### config.mk
export PLATFORM = sky130hd
export DESIGN_NAME = div_seq
export DESIGN_NICKNAME = d
export VERILOG_FILES = /design/src/rtl/div_seq_pkg.sv /design/src/rtl/div_seq.sv
export SDC_FILE = /design/constraint.sdc
export NUM_CORES = 1
export LEC_CHECK = 0
export CORE_ASPECT_RATIO = 0.75
export CORE_MARGIN = 1
export CORE_UTILIZATION = 44
export CTS_CLUSTER_SIZE = 16
export DETAILED_ROUTE_END_ITERATION = 10
export DONT_BUFFER_PORTS = 1
export PLACE_DENSITY = 0.69
export SETUP_SLACK_MARGIN = 0.02
export SYNTH_ARGS = -nofsm -noshare
export SYNTH_HDL_FRONTEND = slang
export SYNTH_SLANG_ARGS = --single-unit
### constraint.sdc
create_clock -name clk -period 8.8 [get_ports clk]
set_input_delay 0.88 -clock clk [delete_from_list [all_inputs] [get_ports clk]]
set_output_delay 0.88 -clock clk [all_outputs]
set_load 0.01 [all_outputs]
### src/rtl/div_seq_pkg.sv
// Shared definitions for the sequential divider: FSM state codes, the
// start/stop request levels and the result-ready levels seen by EX.
package div_seq_pkg;

    // Operand width of the divider; the iteration count equals this width.
    localparam int DIV_DATA_W = 32;

    // Divider sequencing states.
    typedef enum logic [1:0] {
        DIV_FREE    = 2'b00,
        DIV_BY_ZERO = 2'b01,
        DIV_ON      = 2'b10,
        DIV_END     = 2'b11
    } div_state_e;

    // Request level driven by EX on start_i.
    localparam logic DIV_START = 1'b1;
    localparam logic DIV_STOP  = 1'b0;

    // Level of ready_o.
    localparam logic DIV_RESULT_READY     = 1'b1;
    localparam logic DIV_RESULT_NOT_READY = 1'b0;

endpackage : div_seq_pkg

### src/rtl/div_seq.sv
// Iterative restoring divider for DIV/DIVU. Produces one quotient bit per
// clock, result packed as {remainder, quotient} for HI/LO.
//
// Handshake: EX raises start_i (DIV_START) with the operands valid and holds
// it, together with its stall, until ready_o is seen high. ready_o stays high
// and result_o stays stable for as long as start_i remains high; dropping
// start_i (DIV_STOP) returns the unit to FREE on the next edge. A new
// operation can only begin from FREE, so start_i must be low for at least one
// edge between operations. annul_i aborts whatever is in flight and wins over
// both start_i and completion.
module div_seq
    import div_seq_pkg::*;
#(
    parameter int DATA_W = DIV_DATA_W
) (
    input  logic                clk,
    input  logic                rst,
    input  logic                signed_div_i,
    input  logic [DATA_W-1:0]   opdata1_i,
    input  logic [DATA_W-1:0]   opdata2_i,
    input  logic                start_i,
    input  logic                annul_i,
    output logic [2*DATA_W-1:0] result_o,
    output logic                ready_o,
    output div_state_e          state_o
);

    localparam int CNT_W = $clog2(DATA_W) + 1;

    div_state_e          state, state_nxt;
    logic [CNT_W-1:0]    cnt, cnt_nxt;
    logic [DATA_W-1:0]   dvd, dvd_nxt;         // dividend magnitude, quotient bits shift in at lsb
    logic [DATA_W-1:0]   dvs_mag, dvs_mag_nxt;
    logic [DATA_W-1:0]   rem, rem_nxt;         // partial remainder
    logic                neg_quo, neg_quo_nxt;
    logic                neg_rem, neg_rem_nxt;
    logic [2*DATA_W-1:0] result_nxt;
    logic                ready_nxt;

    // Sign-magnitude conversion of the incoming operands.
    logic                op1_neg, op2_neg;
    logic [DATA_W-1:0]   op1_mag, op2_mag;

    // Single restoring step. The shifted remainder keeps its top bit so the
    // compare is a full DATA_W+1-bit subtract.
    logic [DATA_W:0]     rem_shift;
    logic [DATA_W:0]     diff;
    logic                q_bit;
    logic [DATA_W-1:0]   rem_step;
    logic [DATA_W-1:0]   quo_step;
    logic [DATA_W-1:0]   quo_fix;
    logic [DATA_W-1:0]   rem_fix;
    logic                last_step;

    assign op1_neg   = signed_div_i & opdata1_i[DATA_W-1];
    assign op2_neg   = signed_div_i & opdata2_i[DATA_W-1];
    assign op1_mag   = op1_neg ? (DATA_W'(0) - opdata1_i) : opdata1_i;
    assign op2_mag   = op2_neg ? (DATA_W'(0) - opdata2_i) : opdata2_i;

    assign rem_shift = {rem, dvd[DATA_W-1]};
    assign diff      = rem_shift - {1'b0, dvs_mag};
    assign q_bit     = ~diff[DATA_W];
    assign rem_step  = q_bit ? diff[DATA_W-1:0] : rem_shift[DATA_W-1:0];
    assign quo_step  = {dvd[DATA_W-2:0], q_bit};
    assign quo_fix   = neg_quo ? (DATA_W'(0) - quo_step) : quo_step;
    assign rem_fix   = neg_rem ? (DATA_W'(0) - rem_step) : rem_step;
    assign last_step = (cnt == CNT_W'(DATA_W - 1));

    assign state_o   = state;

    // Next-state and next-register computation; annul overrides everything.
    always_comb begin
        state_nxt   = state;
        cnt_nxt     = cnt;
        dvd_nxt     = dvd;
        dvs_mag_nxt = dvs_mag;
        rem_nxt     = rem;
        neg_quo_nxt = neg_quo;
        neg_rem_nxt = neg_rem;
        result_nxt  = result_o;
        ready_nxt   = ready_o;

        if (annul_i) begin
            state_nxt  = DIV_FREE;
            cnt_nxt    = '0;
            result_nxt = '0;
            ready_nxt  = DIV_RESULT_NOT_READY;
        end else begin
            case (state)
                DIV_FREE: begin
                    result_nxt = '0;
                    ready_nxt  = DIV_RESULT_NOT_READY;
                    if (start_i == DIV_START) begin
                        if (opdata2_i == '0) begin
                            state_nxt = DIV_BY_ZERO;
                        end else begin
                            state_nxt   = DIV_ON;
                            dvd_nxt     = op1_mag;
                            dvs_mag_nxt = op2_mag;
                            neg_quo_nxt = op1_neg ^ op2_neg;
                            neg_rem_nxt = op1_neg;
                            rem_nxt     = '0;
                            cnt_nxt     = '0;
                        end
                    end
                end
                DIV_BY_ZERO: begin
                    state_nxt  = DIV_END;
                    result_nxt = '0;
                    ready_nxt  = DIV_RESULT_READY;
                end
                DIV_ON: begin
                    dvd_nxt = quo_step;
                    rem_nxt = rem_step;
                    cnt_nxt = cnt + CNT_W'(1);
                    if (last_step) begin
                        state_nxt  = DIV_END;
                        result_nxt = {rem_fix, quo_fix};
                        ready_nxt  = DIV_RESULT_READY;
                    end
                end
                DIV_END: begin
                    if (start_i == DIV_STOP) begin
                        state_nxt  = DIV_FREE;
                        result_nxt = '0;
                        ready_nxt  = DIV_RESULT_NOT_READY;
                    end
                end
                default: begin
                    state_nxt  = DIV_FREE;
                    result_nxt = '0;
                    ready_nxt  = DIV_RESULT_NOT_READY;
                end
            endcase
        end
    end

    // State and datapath registers with asynchronous active-low reset.
    always_ff @(posedge clk or negedge rst) begin
        if (!rst) begin
            state    <= DIV_FREE;
            cnt      <= '0;
            dvd      <= '0;
            dvs_mag  <= '0;
            rem      <= '0;
            neg_quo  <= 1'b0;
            neg_rem  <= 1'b0;
            result_o <= '0;
            ready_o  <= DIV_RESULT_NOT_READY;
        end else begin
            state    <= state_nxt;
            cnt      <= cnt_nxt;
            dvd      <= dvd_nxt;
            dvs_mag  <= dvs_mag_nxt;
            rem      <= rem_nxt;
            neg_quo  <= neg_quo_nxt;
            neg_rem  <= neg_rem_nxt;
            result_o <= result_nxt;
            ready_o  <= ready_nxt;
        end
    end

endmodule : div_seq

==> metrics.md, run 1 <==
| Metric | Value |
|---|---|
| # nets final | about 1600 |
| Cell count after synthesis | between 1500 and 2000 |
| Cell row count | between 50 and 60 |
| Final Wtd Congestion | 0.880 |
| Initial DRC Count | 835 |
| Vert. Die Dim | 146 um |
| Share of cells above drive strength 1 | 4.77% |
| HP Class | in -> async |
| Worst R2R End | result_o[56]$_DFFE_PN0P_ |
| Maximum fanout along the worst path | 45 |
| Top area cells in the synthesized netlist | dfrtp_1 (35%), nand2_1 (7.0%), a21oi_1 (6.2%), o21ai_0 (5.6%), xor2_1 (5.0%) |
| Crit path arrival time | approximately 5500 ps |
| Fin Clk Skew | roughly 15 ps |
| WL/cell | 18.5 um |
| Reg area | roughly 4300 sq um |
| Total grt overflow | 0 |
| Hold buffer count at cts | 0 |
| VDD IR max | ~170 uV |
| Yosys warns | 0 |
| Setup CP Type | reg -> reg |
| Sw frac | between 40% and 50% |
| Share of the yosys chip area belonging to registers | between 30% and 40% |
| Yosys top cell area share | approximately a third |
| Syn_area_per_cell | 7.94 sq um |
| RSZ-0062 raised after global routing | false |
| Largest net degree at the start of global routing | around 170 |
| PortBufs | 0 |
| Crit-path max cell delay | 460 ps |
| Net switching power | between 1.5 and 2 mW |
| Ys flop type | dfrtp_1 |
| Normalized max-slew margin | roughly 23% |
| Pwr Density | between 200 and 300 nW/um^2 |
| Crit path launch type | flip-flop |
| Area leader, netlist | dfrtp_1 |
| Crit path buf inv count | 3 |
| Final setup fails | 0 |
| Seq pwr share | about 35% |
| Mapped Nets | between 1500 and 2000 |
| Crit path max-delay family | compound AO/OA/AOI/OAI gates |
| Yosys reg bits | about 170 |
| TritonCTS clock tree | yes |
| Multi-input gate area | roughly 7400 sq um |
| Setup bufs post-CTS | 0 |
| Max clock buf depth | 2 |
| Vias after detailed routing | 10741 |
| Count of final max-slew check failures | 0 |
| Comb power frac | a little over two fifths |
| Ys async rst share | between 90% and 100% |
| Clk slew on worst S/H paths | approximately 70 ps |
| Tcrit/Tclk final | approximately three fifths |
| CP Capture Type | flip-flop |
| Vias in the first global route | roughly 10000 |
| Most instantiated cells after synthesis | nand2_1 (227), dfrtp_1 (171), a21oi_1 (150) |
| WP data required | ~9100 ps |
| Clk_lat worst skew | roughly 450 ps |
| Int Pwr | ~2 mW |
| MaxCap Viol Count | 0 |
| CTS resizes | 0 |
| Number of CTS-inserted buffers | 17 |
| Initial DRT Pass Iterations | 5 |
| First-pass GRT wire length | ~55000 um |
| Die ar. | between 20000 and 30000 sq um |
| Routed WL | 34000 um |
| Slew @ Worst Pin | roughly 1200 ps |
| Top-count cell post-synth | nand2_1 |
| Setup TNS | 0 ps |
| Leak | ~5.4 nW |
| Minimum clock period | 5160 ps |
| Worst R2R Setup Slack | 3640 ps |
| EDFF count, synth | 0 |
| Layout area overhead | 6.24% |
| Drt via density | 5.83 |
| Core area | between 20000 and 30000 sq um |
| RR Startpoint | rem[16]$_DFFE_PN0P_ |
| Initial antenna violation count | 0 |
| DRC viols | 0 |
| Initial Utilization | 45.0% |
| Reg2Reg Depth | 16 |
| Status | finished, final reports clean |
| Post-layout util | a little under half |
| CTS Sinks | ~170 |
| CTS root buffer | clkbuf_16 |
| Hpwl dp | 25300 um |
| Final hold violations | 0 |
| Antenna Violating Nets Remaining | 0 |
| Post-synthesis cell area | roughly 12000 sq um |
| Max Fclk | about 190 MHz |
| Critical-path top delay cell | ha_1 |
| Fillers | about 2700 |
| Io pins | between 100 and 150 |
| Die width | 194 um |
| GRT Util Overall | approximately 24% |
| Antenna cell count | 0 |
| Power share of the clock group | between 20% and 30% |
| Htree depth | 4 |
| CP cell instances | ha_1 -> a21oi_1 -> o21ai_1 -> a22oi_1 -> nand3_1 -> nor3_2 -> nor2_4 -> buf_4 -> inv_2 -> buf_4 -> mux2i_1 -> ha_1 -> o211ai_1 -> o31ai_1 -> xnor2_1 -> o21ai_1 |
| Synth unique cells | 86 |
-- power groups by stage --
| stage | Clock, mW | Combinational, mW | Sequential (mW) |
|---|---|---|---|
| final | 0.758 | 1.55 | 1.26 |
| after global routing | 0.801 | 1.73 | 1.29 |
| after detailed placement | 0 | 1.53 | 1.27 |
| after CTS | 0.769 | 1.54 | 1.26 |
| after global placement | 0 | 1.51 | 1.27 |
| after floorplan | 0 | 1.24 | 1.18 |
-- layout make-up --
class / instances / area share [%]
inverters: 58 / 1.68
repair buffers: 8 / 0.465
multi-input cells: 1221 / 56.9
well taps: 351 / 3.40
clock inverters: 11 / 0.852
clock buffers: 21 / 3.64
flip-flops and latches: 171 / 33.1
-- worst register-to-register path: cells and delay by family, from the launching register on --
family | cells | cell delay (ps)
and+or+nand+nor | 3 | 670
xor gates and xnor gates | 1 | 160
AOI/OAI and AO/OA | 6 | 1630
adders and majority gates | 2 | 840
buffers and inverters | 3 | 920
muxes | 1 | 380
DFF | 1 | 430
-- registers in the layout (all words and copies together), names as in the netlist --
signal,count
neg_quo,1
dvs_mag,32
cnt,6
rem,32
ready_o,1
dvd,32
result_o,64
neg_rem,1
state_o,2
-- worst max-delay path by stage --
stage | startpoint | endpoint | slack (ps) | cells past startpoint
finish | rem[16]$_DFFE_PN0P_ | result_o[56]$_DFFE_PN0P_ | 3640 | 16
global route | rem[16]$_DFFE_PN0P_ | result_o[56]$_DFFE_PN0P_ | 3240 | 16
CTS | dvd[31]$_DFFE_PN0P_ | result_o[60]$_DFFE_PN0P_ | 3780 | 19
detailed placement | dvd[31]$_DFFE_PN0P_ | result_o[60]$_DFFE_PN0P_ | 3750 | 19
global placement | dvd[31]$_DFFE_PN0P_ | result_o[60]$_DFFE_PN0P_ | 4010 | 19
floorplan | dvd[31]$_DFFE_PN0P_ | result_o[60]$_DFFE_PN0P_ | 4690 | 21
-- metrics by stage --
stage	worst slack [ps]	cells	instance area, sq um	hold slack, ps	total power, mW
global placement	4010	1809	12300	463	2.78
floorplan	4690	1532	12200	444	2.42
detailed placement	3750	1809	12300	467	2.80
finish	3640	1841	12900	125	3.57
CTS	3780	1841	12900	111	3.57
global route	3240	1841	12900	105	3.82
-- kinds of logic after synthesis --
family,Yosys count,share of synthesized area (%)
compound gates,479,23.6
mux,24,1.99
flops,171,35.2
simple gates,541,20.6
xor+xnor,135,9.72
buf+inv,140,4.54
fa+ha+maj,42,4.38
-- metal layers --
metal,GRT usage [%],part of all wire [%],up-vias
met4,5.75,1.5,0
met2,35.2,43,302
met3,6.63,7.2,28
met1,35.1,48,5153
li1,-,-,5258
met5,0,0,-
-- placed cells by master, fill, tap and decap left out, types with 10 or more instances in the layout --
cell type and n:
a21o_1 12, a21oi_1 149, and2_1 10, clkbuf_16 17
dfrtp_1 171, ha_1 40, inv_1 57, mux2i_1 22
nand2_1 227, nand2b_1 15, nand3_1 18, nand4_1 12
nor2_1 131, nor3_1 43, o21ai_0 135, o21ai_1 53
o31ai_1 45, or3_1 19, or4_1 12, xnor2_1 65
xor2_1 70
Power figures use the tool's default switching activity.
==> inputs of run 2 (changes only) <==
==> constraint.sdc (replaced) <==
create_clock -name clk -period 4.8 [get_ports clk]
set_input_delay 0.48 -clock clk [delete_from_list [all_inputs] [get_ports clk]]
set_output_delay 0.48 -clock clk [all_outputs]
set_load 0.01 [all_outputs]
==> metrics.md, run 2 (same netlist as run 1, synthesis figures left out) <==
| Metric | Value |
|---|---|
| VDD IR max | slightly below 300 uV |
| Vias after detailed routing | around 11000 |
| Cell row count | 52 |
| Most frequent cells in the layout | nand2_1 (227), dfrtp_1 (171), a21oi_1 (149) |
| Initial DRT Pass Iterations | 5 |
| Fillers | approximately 2600 |
| HP Class | in -> async |
| # nets final | between 1500 and 2000 |
| MaxCap Viol Count | 0 |
| Normalized max-slew margin | ~28% |
| Vert. Die Dim | roughly 150 um |
| Drt via density | approximately 5.8 |
| CP Capture Type | flip-flop |
| Total power | 6.59 mW |
| Share of cells above drive strength 1 | about 5.3% |
| Hpwl dp | approximately 25000 um |
| Count of final max-slew check failures | 0 |
| Maximum fanout along the worst path | 9 |
| Final setup fails | 0 |
| Fin Clk Skew | around 12 ps |
| CTS Sinks | 171 |
| DRC viols | 0 |
| Commonest non-fill, non-tap cell in the layout | nand2_1 |
| GRT Util Overall | 24.5% |
| Max clock buf depth | 2 |
| Max reg flops | 64 |
| Tcrit/Tclk final | 91.8% |
| Slew @ Worst Pin | approximately 1100 ps |
| WL/cell | ~18 um |
| Antenna cell count | 0 |
| Leak | 5.49 nW |
| Initial Utilization | around 45% |
| Crit-path max cell delay | roughly 450 ps |
| RSZ-0062 raised after global routing | false |
| Io pins | between 100 and 150 |
| Htree depth | 4 |
| TritonCTS clock tree | yes |
| Routed WL | around 34000 um |
| Pre-CTS setup slack | between 400 and 500 ps |
| Clk_lat worst skew | between 400 and 500 ps |
| Vias in the first global route | ~10000 |
| WP data required | about 5100 ps |
| Initial DRC Count | about 1000 |
| Worst R2R Setup Slack | just under 400 ps |
| Status | finished, final reports clean |
| Minimum clock period | 4410 ps |
| Critical-path top delay cell | dfrtp_1 |
| Total grt overflow | 0 |
| Max Fclk | about 230 MHz |
| PortBufs | 0 |
| Antenna Violating Nets Remaining | 0 |
| Final hold violations | 0 |
| Number of CTS-inserted buffers | 17 |
| Layout area overhead | 6.95% |
| CP cell instances | inv_1 -> ha_1 -> inv_1 -> fa_1 -> a211oi_2 -> o211ai_2 -> nand4b_1 -> a211oi_2 -> nor3_2 -> nor2_4 -> inv_2 -> mux2i_1 -> ha_1 -> o211ai_1 -> o31ai_1 -> xnor2_1 -> o21ai_1 |
| Die width | approximately 190 um |
| Setup TNS | 0 ps |
| Pwr Density | 506 nW/um^2 |
| Crit path arrival time | ~4700 ps |
| Clk slew on worst S/H paths | about 70 ps |
| Final Wtd Congestion | 0.913 |
| Crit path launch type | flip-flop |
| Setup CP Type | reg -> reg |
| Top reg by flops | result_o |
| First-pass GRT wire length | roughly 55000 um |
| CTS root buffer | clkbuf_16 |
| CTS resizes | 0 |
| Largest net degree at the start of global routing | between 150 and 200 |
| Initial antenna violation count | 0 |
| Core area | 27100 sq um |
| Setup bufs post-CTS | 0 |
| Post-route worst setup slack | between 300 and 400 ps |
| Die ar. | about 28000 sq um |
run 2: changes by cell type in the layout (fill, tap and decap cells not counted), sizes merged:
cell / change
clkinvlp: -3
buf: +7
bufinv: -1
clkinv: +3
inv: +4
clkbuf: -3
run 2: what timing repair did:
action / CTS / global route
endpoints found under the hold margin: 171 / 0
endpoints found under the setup margin: 0 / 0
hold buffers: 1 / 0
run 2: final cells by class:
cell class              instances  area [sq um]  share of cell area (%)
clock buffers                  18           439                    3.37
clock inverters                14           130                    1.00
inverters                      58           218                    1.67
multi-input cells            1221          7350                    56.5
flip-flops and latches        171          4280                    32.9
well taps                     351           439                    3.37
repair buffers                 15           158                    1.21
run 2: path summary, 6_finish.rpt:
path                                             to               startpoint  cells past startpoint
setup / recovery           result_o[56]$_DFFE_PN0P_      dvd[31]$_DFFE_PN0P_                     17
hold / removal              result_o[3]$_DFFE_PN0P_                      rst                      1
setup reg to reg           result_o[56]$_DFFE_PN0P_      dvd[31]$_DFFE_PN0P_                     17
hold reg to reg             dvs_mag[27]$_DFFE_PN0P_  dvs_mag[27]$_DFFE_PN0P_                      2
max in group asynchronous        rem[4]$_DFFE_PN0P_                      rst                      1
min in group clk            dvs_mag[31]$_DFFE_PN0P_            opdata2_i[31]                      2
run 2: report_power, final:
part	leakage, nW	internal [mW]	switching, mW	total (mW)
clock	0.279	0.698	0.675	1.37
sequential	2.24	1.82	0.457	2.28
combinational	2.97	1.07	1.87	2.93
run 2: metal layers:
metal / vias up / GRT usage (%) / wire length (um)
met4: 0 / 7.10 / 670
met5: - / 0 / 0
met1: 5145 / 35.3 / 16300
li1: 5279 / - / -
met3: 46 / 7.42 / 2660
met2: 334 / 35.1 / 14400
run 2: worst max-delay path: cells and delay by family (launching register included):
kind / cells / cell delay (ps)
AOI/OAI and AO/OA: 6 / 1350
adders and majority gates: 3 / 990
and+or+nand+nor: 3 / 640
DFF: 1 / 450
buffers and inverters: 3 / 350
muxes: 1 / 330
xor gates and xnor gates: 1 / 160
run 2: stage by stage:
| stage | instance area [sq um] | std cells | hold WS (ps) | utilization (%) |
|---|---|---|---|---|
| finish | 13000 | 1848 | 5.99 | 48.1 |
| detailed placement | 12400 | 1815 | 191 | 45.9 |
| global placement | 12400 | 1815 | 193 | 45.9 |
| CTS | 13000 | 1848 | 109 | 48.1 |
| floorplan | 12200 | 1532 | 184 | - |
| global route | 13000 | 1848 | 80.4 | 48.1 |
